[src/rtl/hazard_ctrl.sv]
// hazard_ctrl -- pipeline hazard controller for the 5-stage RV32I core.
//
// Produces the stall/flush enables for the F/D/E/M pipeline registers and
// the execute-stage forwarding selects. Also sequences multi-cycle data
// memory accesses:
//   RUN  -> WAIT when memory is busy.
//   WAIT -> RUN when memory is ready.
//   WAIT -> HALT after MEM_TIMEOUT stalled cycles, which raises mem_err.
//
// Ports:
//   clk, rst                 clock (rising edge), async active-low reset
//   rs1_d, rs2_d             decode-stage source registers
//   rs1_e, rs2_e, rd_e       execute-stage sources / destination
//   regwrite_e, resultsrc_e  execute-stage write enable / is-load
//   pcsrc_e                  branch/jump taken in execute
//   rd_m, regwrite_m         memory-stage destination / write enable
//   mem_req_m, mem_ready_m   memory-stage access request / completion
//   rd_w, regwrite_w         writeback-stage destination / write enable
//   stall_f/d/e/m            hold PC, F/D, D/E, E/M
//   flush_d/e/w              clear F/D, D/E, M/W
//   fwd_a_e, fwd_b_e         operand selects (00 regfile, 01 W, 10 M)
//   mem_err                  sticky memory-timeout flag
//
// Optional build macro HAZARD_PERF_CNT_EN adds two extra ports:
//   stall_cycles  counts cycles with stall_f asserted (frozen in HALT)
//   flush_events  counts cycles with flush_d asserted
module hazard_ctrl #(
  parameter int MEM_TIMEOUT = 16,
  parameter int CNT_W       = 8
) (
  input  logic       clk,
  input  logic       rst,
  input  logic [4:0] rs1_d,
  input  logic [4:0] rs2_d,
  input  logic [4:0] rs1_e,
  input  logic [4:0] rs2_e,
  input  logic [4:0] rd_e,
  input  logic       regwrite_e,
  input  logic       resultsrc_e,
  input  logic       pcsrc_e,
  input  logic [4:0] rd_m,
  input  logic       regwrite_m,
  input  logic       mem_req_m,
  input  logic       mem_ready_m,
  input  logic [4:0] rd_w,
  input  logic       regwrite_w,
  output logic       stall_f,
  output logic       stall_d,
  output logic       stall_e,
  output logic       stall_m,
  output logic       flush_d,
  output logic       flush_e,
  output logic       flush_w,
  output logic [1:0] fwd_a_e,
  output logic [1:0] fwd_b_e,
  output logic       mem_err
`ifdef HAZARD_PERF_CNT_EN
  ,
  output logic [31:0] stall_cycles,
  output logic [31:0] flush_events
`endif
);

  typedef enum logic [1:0] {
    S_RUN  = 2'd0,
    S_WAIT = 2'd1,
    S_HALT = 2'd2
  } state_t;

  localparam logic [CNT_W-1:0] CNT_ONE  = CNT_W'(1);
  localparam logic [CNT_W-1:0] CNT_LAST = CNT_W'(MEM_TIMEOUT - 1);

  state_t           state_q, state_d;
  logic [CNT_W-1:0] wait_cnt_q, wait_cnt_d;
  logic             mem_err_q, mem_err_d;

  logic mw_s;       // memory stage busy
  logic lu_s;       // load-use dependency between E and D
  logic hold_s;     // freeze the pipeline and bubble W
  logic release_s;  // normal branch / load-use handling applies

  // Forwarding select: M result beats W result; x0 is never forwarded.
  function automatic logic [1:0] fwd_sel(input logic [4:0] rs,
                                         input logic       wr_m,
                                         input logic [4:0] dst_m,
                                         input logic       wr_w,
                                         input logic [4:0] dst_w);
    logic [1:0] sel;
    if (wr_m && (dst_m != 5'd0) && (dst_m == rs)) begin
      sel = 2'b10;
    end else if (wr_w && (dst_w != 5'd0) && (dst_w == rs)) begin
      sel = 2'b01;
    end else begin
      sel = 2'b00;
    end
    return sel;
  endfunction

  // Hazard terms.
  always_comb begin
    mw_s = mem_req_m && !mem_ready_m;
    lu_s = resultsrc_e && regwrite_e && (rd_e != 5'd0) &&
           ((rd_e == rs1_d) || (rd_e == rs2_d));
  end

  // Next-state logic; classifies the cycle as hold or release.
  always_comb begin
    state_d    = state_q;
    wait_cnt_d = wait_cnt_q;
    mem_err_d  = mem_err_q;
    hold_s     = 1'b0;
    release_s  = 1'b0;
    case (state_q)
      S_RUN: begin
        if (mw_s) begin
          hold_s     = 1'b1;
          state_d    = S_WAIT;
          wait_cnt_d = CNT_ONE;
        end else begin
          release_s = 1'b1;
        end
      end
      S_WAIT: begin
        // Zero-cycle release: the ready cycle is handled as a RUN cycle.
        if (mem_ready_m) begin
          release_s  = 1'b1;
          state_d    = S_RUN;
          wait_cnt_d = {CNT_W{1'b0}};
        end else if (wait_cnt_q == CNT_LAST) begin
          hold_s    = 1'b1;
          state_d   = S_HALT;
          mem_err_d = 1'b1;
        end else begin
          hold_s     = 1'b1;
          wait_cnt_d = wait_cnt_q + CNT_ONE;
        end
      end
      S_HALT: begin
        hold_s = 1'b1;
      end
      default: begin
        // Unreachable encoding: freeze the pipeline and recover to RUN.
        hold_s     = 1'b1;
        state_d    = S_RUN;
        wait_cnt_d = {CNT_W{1'b0}};
      end
    endcase
  end

  // Mealy stall/flush/forward outputs.
  // All outputs are forced low while reset is held.
  always_comb begin
    stall_f = 1'b0;
    stall_d = 1'b0;
    stall_e = 1'b0;
    stall_m = 1'b0;
    flush_d = 1'b0;
    flush_e = 1'b0;
    flush_w = 1'b0;
    fwd_a_e = 2'b00;
    fwd_b_e = 2'b00;
    if (rst) begin
      fwd_a_e = fwd_sel(rs1_e, regwrite_m, rd_m, regwrite_w, rd_w);
      fwd_b_e = fwd_sel(rs2_e, regwrite_m, rd_m, regwrite_w, rd_w);
      if (hold_s) begin
        stall_f = 1'b1;
        stall_d = 1'b1;
        stall_e = 1'b1;
        stall_m = 1'b1;
        flush_w = 1'b1;
      end else if (release_s && pcsrc_e) begin
        // A taken branch squashes the dependent instruction,
        // so a concurrent load-use is dropped.
        flush_d = 1'b1;
        flush_e = 1'b1;
      end else if (release_s && lu_s) begin
        stall_f = 1'b1;
        stall_d = 1'b1;
        flush_e = 1'b1;
      end else begin
        stall_f = 1'b0;
      end
    end else begin
      stall_f = 1'b0;
    end
  end

  // FSM state, wait counter and sticky error flag.
  always_ff @(posedge clk or negedge rst) begin
    if (!rst) begin
      state_q    <= S_RUN;
      wait_cnt_q <= {CNT_W{1'b0}};
      mem_err_q  <= 1'b0;
    end else begin
      state_q    <= state_d;
      wait_cnt_q <= wait_cnt_d;
      mem_err_q  <= mem_err_d;
    end
  end

  assign mem_err = mem_err_q;

`ifdef HAZARD_PERF_CNT_EN
  logic [31:0] stall_cycles_q, stall_cycles_d;
  logic [31:0] flush_events_q, flush_events_d;

  // Performance counter increments.
  // The stall counter is frozen while HALT is reached.
  always_comb begin
    stall_cycles_d = stall_cycles_q;
    flush_events_d = flush_events_q;
    if (stall_f && (state_q != S_HALT)) begin
      stall_cycles_d = stall_cycles_q + 32'd1;
    end else begin
      stall_cycles_d = stall_cycles_q;
    end
    if (flush_d) begin
      flush_events_d = flush_events_q + 32'd1;
    end else begin
      flush_events_d = flush_events_q;
    end
  end

  // Performance counter registers.
  always_ff @(posedge clk or negedge rst) begin
    if (!rst) begin
      stall_cycles_q <= 32'd0;
      flush_events_q <= 32'd0;
    end else begin
      stall_cycles_q <= stall_cycles_d;
      flush_events_q <= flush_events_d;
    end
  end

  assign stall_cycles = stall_cycles_q;
  assign flush_events = flush_events_q;
`endif

endmodule

[config.mk]
export PLATFORM = sky130hd
export DESIGN_NAME = hazard_ctrl
export DESIGN_NICKNAME = d
export VERILOG_FILES = /design/src/rtl/hazard_ctrl.sv
export SDC_FILE = /design/constraint.sdc
export NUM_CORES = 1
export LEC_CHECK = 0
export CAP_MARGIN = 20
export CORE_MARGIN = 4
export CORE_UTILIZATION = 30
export CTS_BUF_LIST = sky130_fd_sc_hd__clkbuf_8 sky130_fd_sc_hd__clkbuf_16
export DETAILED_ROUTE_END_ITERATION = 10
export GPL_ROUTABILITY_DRIVEN = 0
export PLACE_DENSITY = 0.66
export RECOVER_POWER = 50
export SYNTH_ARGS = -nofsm -noshare
export SYNTH_HDL_FRONTEND = slang
export SYNTH_SLANG_ARGS = --single-unit
[constraint.sdc]
create_clock -name clk -period 2.3 [get_ports clk]
set_input_delay 0.69 -clock clk [delete_from_list [all_inputs] [get_ports clk]]
set_output_delay 0.69 -clock clk [all_outputs]
set_load 0.02 [all_outputs]
Word level (Yosys, flattened, before mapping)

Index checks and enable logic that the tools add are counted.

Add/sub/neg operators: 1
$mul: 0
Divide/modulo/power cells: 0
Magnitude comparators: 0
Equal/unequal tests: 12
Shift operators: 0
Muxes and demuxes: 32
Bitwise logic cells: 2
Reduce and logical (&&, ||, !) cells: 21

Operators with widths:

| cell                  | count |
|---|---|
| $eq A5 B5 Y1          | 6 |
| $mux W8               | 3 |
| $pmux W8 S3           | 1 |
| $mux W1               | 18 |
| $reduce_bool A5 Y1    | 3 |
| $mux W2               | 7 |
| $logic_and A1 B1 Y1   | 12 |
| $reduce_and A3 Y1     | 3 |
| $add A8 B1 Y8 const B | 1 |
| $eq A8 B4 Y1 const B  | 1 |
| $ne A3 B3 Y1 const B  | 2 |
| $pmux W2 S3           | 1 |
| $pmux W1 S2           | 2 |
| $eq A2 B1 Y1 const B  | 1 |
| $eq A2 B2 Y1 const B  | 1 |
| $logic_not A2 Y1      | 1 |
| $ne A2 B2 Y1 const B  | 1 |
| $not A1 Y1            | 2 |
| $logic_not A1 Y1      | 1 |
| $logic_or A1 B1 Y1    | 1 |

Flip-flop bits (word level): 11
Latch bits: 0
RAM bits: 0
Memory bits (read-only): 0
Bits of input ports: 44
Output and inout bits: 12
Word-level logic and storage cells: 71
Memories: 0

Longest topological paths before layout

Depth in word-level cells: 9
Depth in mapped cells: 6
Mapped depth without buffers: 5

Worst setup path after synthesis

Ideal clock, no wire load.

Kind: input -> output
Start point: input rd_e[2]
End point: output stall_f
Arrival time: 2.298 ns
Required time: 1.610 ns
Path slack: -0.688 ns
Stages on the path: 5
Path buffers: 1
Path through: xor2_1 > nor3_1 > a22oi_1 > o41ai_1 > buf_4

Cells in the longest elaborated chain, start to end: 8
Elaborated cells between the ends (all ways): 11
Classes of those cells: eq/ne: 2; mux: 4; reduce/logical: 5

RTL lines:

| element                                                   | RTL line | source |
|---|---|---|
| from (decl)                                               | 37       | `input logic [4:0] rd_e,` |
| $eq A5 B5 Y1 or $reduce_bool A5 Y1 (tied branches)        | 103, 102 |  |
| $logic_or A1 B1 Y1 or $logic_and A1 B1 Y1 (tied branches) | 103, 102 |  |
| $logic_and A1 B1 Y1 (*)                                   | 102      | `lu_s = resultsrc_e && regwrite_e && (rd_e != 5'd0) &&` |
| $logic_and A1 B1 Y1 (*)                                   | 176      | `end else if (release_s && lu_s) begin` |
| $mux W1 (*) (4 in a row)                                  | n/a      |  |
| to (decl)                                                 | 47       | `output logic stall_f,` |

Mark *: on every way between the ends. The rest lies on a longest branch, timed or not.

Worst setup path after layout

Start point: input rd_m[2]
End point: output fwd_b_e[0]

Cells in the longest elaborated chain, start to end: 5
Elaborated cells between the ends (all ways): 6
Classes of those cells: eq/ne: 1; mux: 2; reduce/logical: 3

RTL lines:

| element                 | RTL line | source |
|---|---|---|
| from (decl)             | 41       | `input logic [4:0] rd_m,` |
| $reduce_bool A5 Y1      | 89       | `if (wr_m && (dst_m != 5'd0) && (dst_m == rs)) begin` |
| $logic_and A1 B1 Y1     | 89       |  |
| $logic_and A1 B1 Y1 (*) | 89       |  |
| $mux W2 (*)             | 89       |  |
| $mux W2 (*)             | 162      | `if (rst) begin` |
| to (decl)               | 55       | `output logic [1:0] fwd_b_e,` |

Marks and branches as above.

==> results.toml <==
[timing]
max_freq_ghz = 0.372
timing.final.hold_violations = 0
drv_slew = 0
worst_clock_skew_ns = 0.00287
rsz0062_at_grt = "yes"
period_share_pct = 117
fin_setup_tns_ns = -1.74
finalSetupViolations = 7
slew_headroom_pct = 55.9
worst_pin_slew_ns = 0.661
whs_ns = 0.476
setup_ws_ns = -0.389
min_period_ns = 2.69

[clock_network]
cts.htree.levels = 1
hold_buffers = 0
clkSlewWorstSetupHoldPaths_ns = 0.05
cts-root-buf = "clkbuf_8"
cts.sinks = 11
cts_tree = "built"
numCtsBuffers = 3
clk_path_buf_depth = 2
clk_latency_ns = 0.25

[yosys]
async_reset_ff_share_pct = 100
synth_edf_count = 0
synth_cell_type_count = 38
yosys.area_share.simple_pct = 24.7
yosysWarningCount = 0
yosysSeqAreaShare_pct = 25.7
synth_seq_cells = 11
synth_area_mm2 = 0.00107
synth_fa_ha_area_share_pct = 1.17
synth_compound_area_share_pct = 13.4
synth_top_family_by_area = "XOR/XNOR gates"
synthXorXnorAreaFrac_pct = 27.8
syn_area_per_cell_um2 = 8.58
yosys_most_used_dff = "dfrtp_1"
synthCells = 125
syn-num-nets = 170
synth.mux.area_fraction_pct = 3.03

[cells_and_area]
fillers = 311
fin_util_pct = 58.5
diodes = 0
syn_to_final_growth_pct = 84.9
drive_above_1_share_pct = 49.3
layout.nets = 253
finalNonFillerCells = 253

[worst_setup_path]
cp_cell_sequence = "buf_8 -> or4_4 -> o21ai_4 -> nor4_4 -> buf_4 -> nor4_4 -> buf_4"
cp_slowest_cell = "or4_4"
arrival_ns = 2.00
worst_path_dominant_cell_family = "simple AND/OR/NAND/NOR gates"
crit_buf_inv = 3
reg2reg_from = "wait_cnt_q[5]$_DFFE_PN0P_"
startpoint = "rd_m[2]"
end_kind = "output port"
max_stage_delay_ns = 0.54
worstSetupPathType = "in2out"
cp.required_ns = 1.61
worstSetupStartpointType = "input port"
crit_fanout = 2

[grt]
grt_usage_pct = 18.0
first_global_vias = 1441
grt_pass1_wl_um = 6290
grt_max_degree = 13
grt_overflow = 0
grt_antenna_before_repair = 0

[detailed_routing]
drtIter0Drc = 65
drc = 0
drt-total-wl_um = 3740
drtPass1Iterations = 4
viasPerCell = 4.92
wl_per_cell_um = 14.8
vias = 1246
drtAntennaViolNets = 0

[hold_path]
min-delay-start = "mem_err$_DFFE_PN0P_"
hp-class = "reg2reg"

[pwr]
pwr-share-seq_pct = 31.0
peakVddDrop_v = 0.000162
leakage_nw = 0.922
power.share.combinational_pct = 39.8
netSwitchingPower_mw = 0.220
p_per_area_mw_per_mm2 = 345
p_int_mw = 0.464
power.total_mw = 0.684
p_sw_share_pct = 32.2
clockPowerShare_pct = 29.3

[floorplanning]
initial_utilization_pct = 31.6
die_y_um = 67.8
dieWidth_um = 67.8
die-area_mm2 = 0.00459
num_rows = 21
io_pins = 56
core_mm2 = 0.00339

[run]
max_cap_violations = 0

[run_status]
outcome = "finished, violations left"
violations = "setup timing"

[placement]
dp_hpwl_um = 2950
io_buffers = 55
place_inst = 242
==> power by group through the flow <==
| stage | Combinational [mW] | Clock, mW | Sequential, mW |
|---|---|---|---|
| final | 0.272 | 0.200 | 0.212 |
| after global placement | 0.254 | 0 | 0.214 |
| after detailed placement | 0.261 | 0 | 0.215 |
| after floorplan | 0.106 | 0 | 0.213 |
| after global routing | 0.295 | 0.218 | 0.214 |
| after CTS | 0.264 | 0.208 | 0.211 |
==> flip-flops by register name, summed over array words and instances (netlist names) <==
signal,cells
mem_err,1
state_q,2
wait_cnt_q,8
==> what timing repair did <==
action | 4_1_cts | 5_1_grt
endpoints found under the setup margin | 11 | 11
setup buffers | 5 | 2
gates resized for setup | 182 | 49
pin swaps | 32 | 21
==> worst paths after layout <==
kind | endpoint | slack (ns) | cells past startpoint
hold / removal | mem_err$_DFFE_PN0P_ | 0.48 | 1
hold reg to reg | mem_err$_DFFE_PN0P_ | 0.48 | 1
max in group asynchronous | wait_cnt_q[2]$_DFFE_PN0P_ | 1.18 | 3
min in group asynchronous | wait_cnt_q[4]$_DFFE_PN0P_ | 0.70 | 3
setup reg to reg | wait_cnt_q[1]$_DFFE_PN0P_ | 0.69 | 4
setup / recovery | fwd_b_e[0] | -0.39 | 7
==> cell usage in the layout (no fill, tap or decap), types with 2 or more instances in the layout <==
cell type,count
nor4_4,4
or4_4,5
nand4_1,3
dfrtp_1,11
mux2_2,2
clkbuf_2,10
buf_8,6
xor2_2,4
clkdlybuf4s15_1,5
clkbuf_8,3
o22ai_1,2
nand3_1,4
o31ai_1,2
dlygate4sd2_1,7
buf_2,11
o21ai_0,3
nor2_1,8
buf_4,32
nand2_1,7
and2_4,2
nor3_2,2
inv_1,3
a21oi_1,3
buf_6,9
xnor2_1,8
and3_1,2
clkbuf_1,2
xor2_1,22
==> synth_stat cells (2+ instances only) <==
cell type  number  share of area [%]
a21oi_1         3                1.4
and2_1          2                1.2
and3_1          2                1.2
buf_4           3                2.1
clkbuf_1        2               0.70
dfrtp_1        11                 26
inv_1           4                1.4
mux2_2          2                2.1
nand2_1         7                2.5
nand3_1         5                2.3
nand4_1         3                1.8
nor2_1         10                3.5
nor3_1          3                1.4
nor4_1          2                1.2
nor4_2          3                3.5
o21ai_0         3                1.4
o21ai_1         2               0.93
o22ai_1         2                1.2
o31ai_1         2                1.4
or4_1           4                2.8
xnor2_1         8                6.5
xor2_1         26                 21
==> routing by layer <==
metal / share of wire, % / wire length (um) / vias to the layer above / GRT usage, %
met4: 3.4 / 127 / 0 / 8.93
met3: 5.9 / 220 / 13 / 3.16
li1: - / - / 605 / -
met2: 51 / 1910 / 51 / 32.4
met5: 0 / 0 / - / 0
met1: 40 / 1490 / 577 / 20.2
==> through the flow <==
stage,instance area (um^2),setup slack [ns]
after floorplan,1140,-0.252
after global placement,1880,-1.18
after detailed placement,1880,-1.24
after CTS,1980,-0.503
after global routing,1980,-0.448
final,1980,-0.389
==> area by class of cell <==
cell class                 instances  area, um^2  area share [%]
multi-input combinational        105         923            46.6
clock inverter                     1        5.00           0.252
tap                               46        57.6            2.90
clock buffer                       3        41.3            2.08
inverter                           4        15.0           0.757
timing repair buffer              83         666            33.6
sequential                        11         275            13.9
==> cell families (layout without fill, tap and decap cells) <==
| family | count (synthesis) | in the layout |
|---|---|---|
| multiplexers | 3 | 3 |
| XOR/XNOR | 34 | 34 |
| adder cells (fa/ha/maj) | 1 | 1 |
| flip-flops | 11 | 11 |
| buffers and inverters | 9 | 91 |
| AND/OR/NAND/NOR | 46 | 46 |
| AO/OA/AOI/OAI | 21 | 21 |
Power figures use the tool's default switching activity.
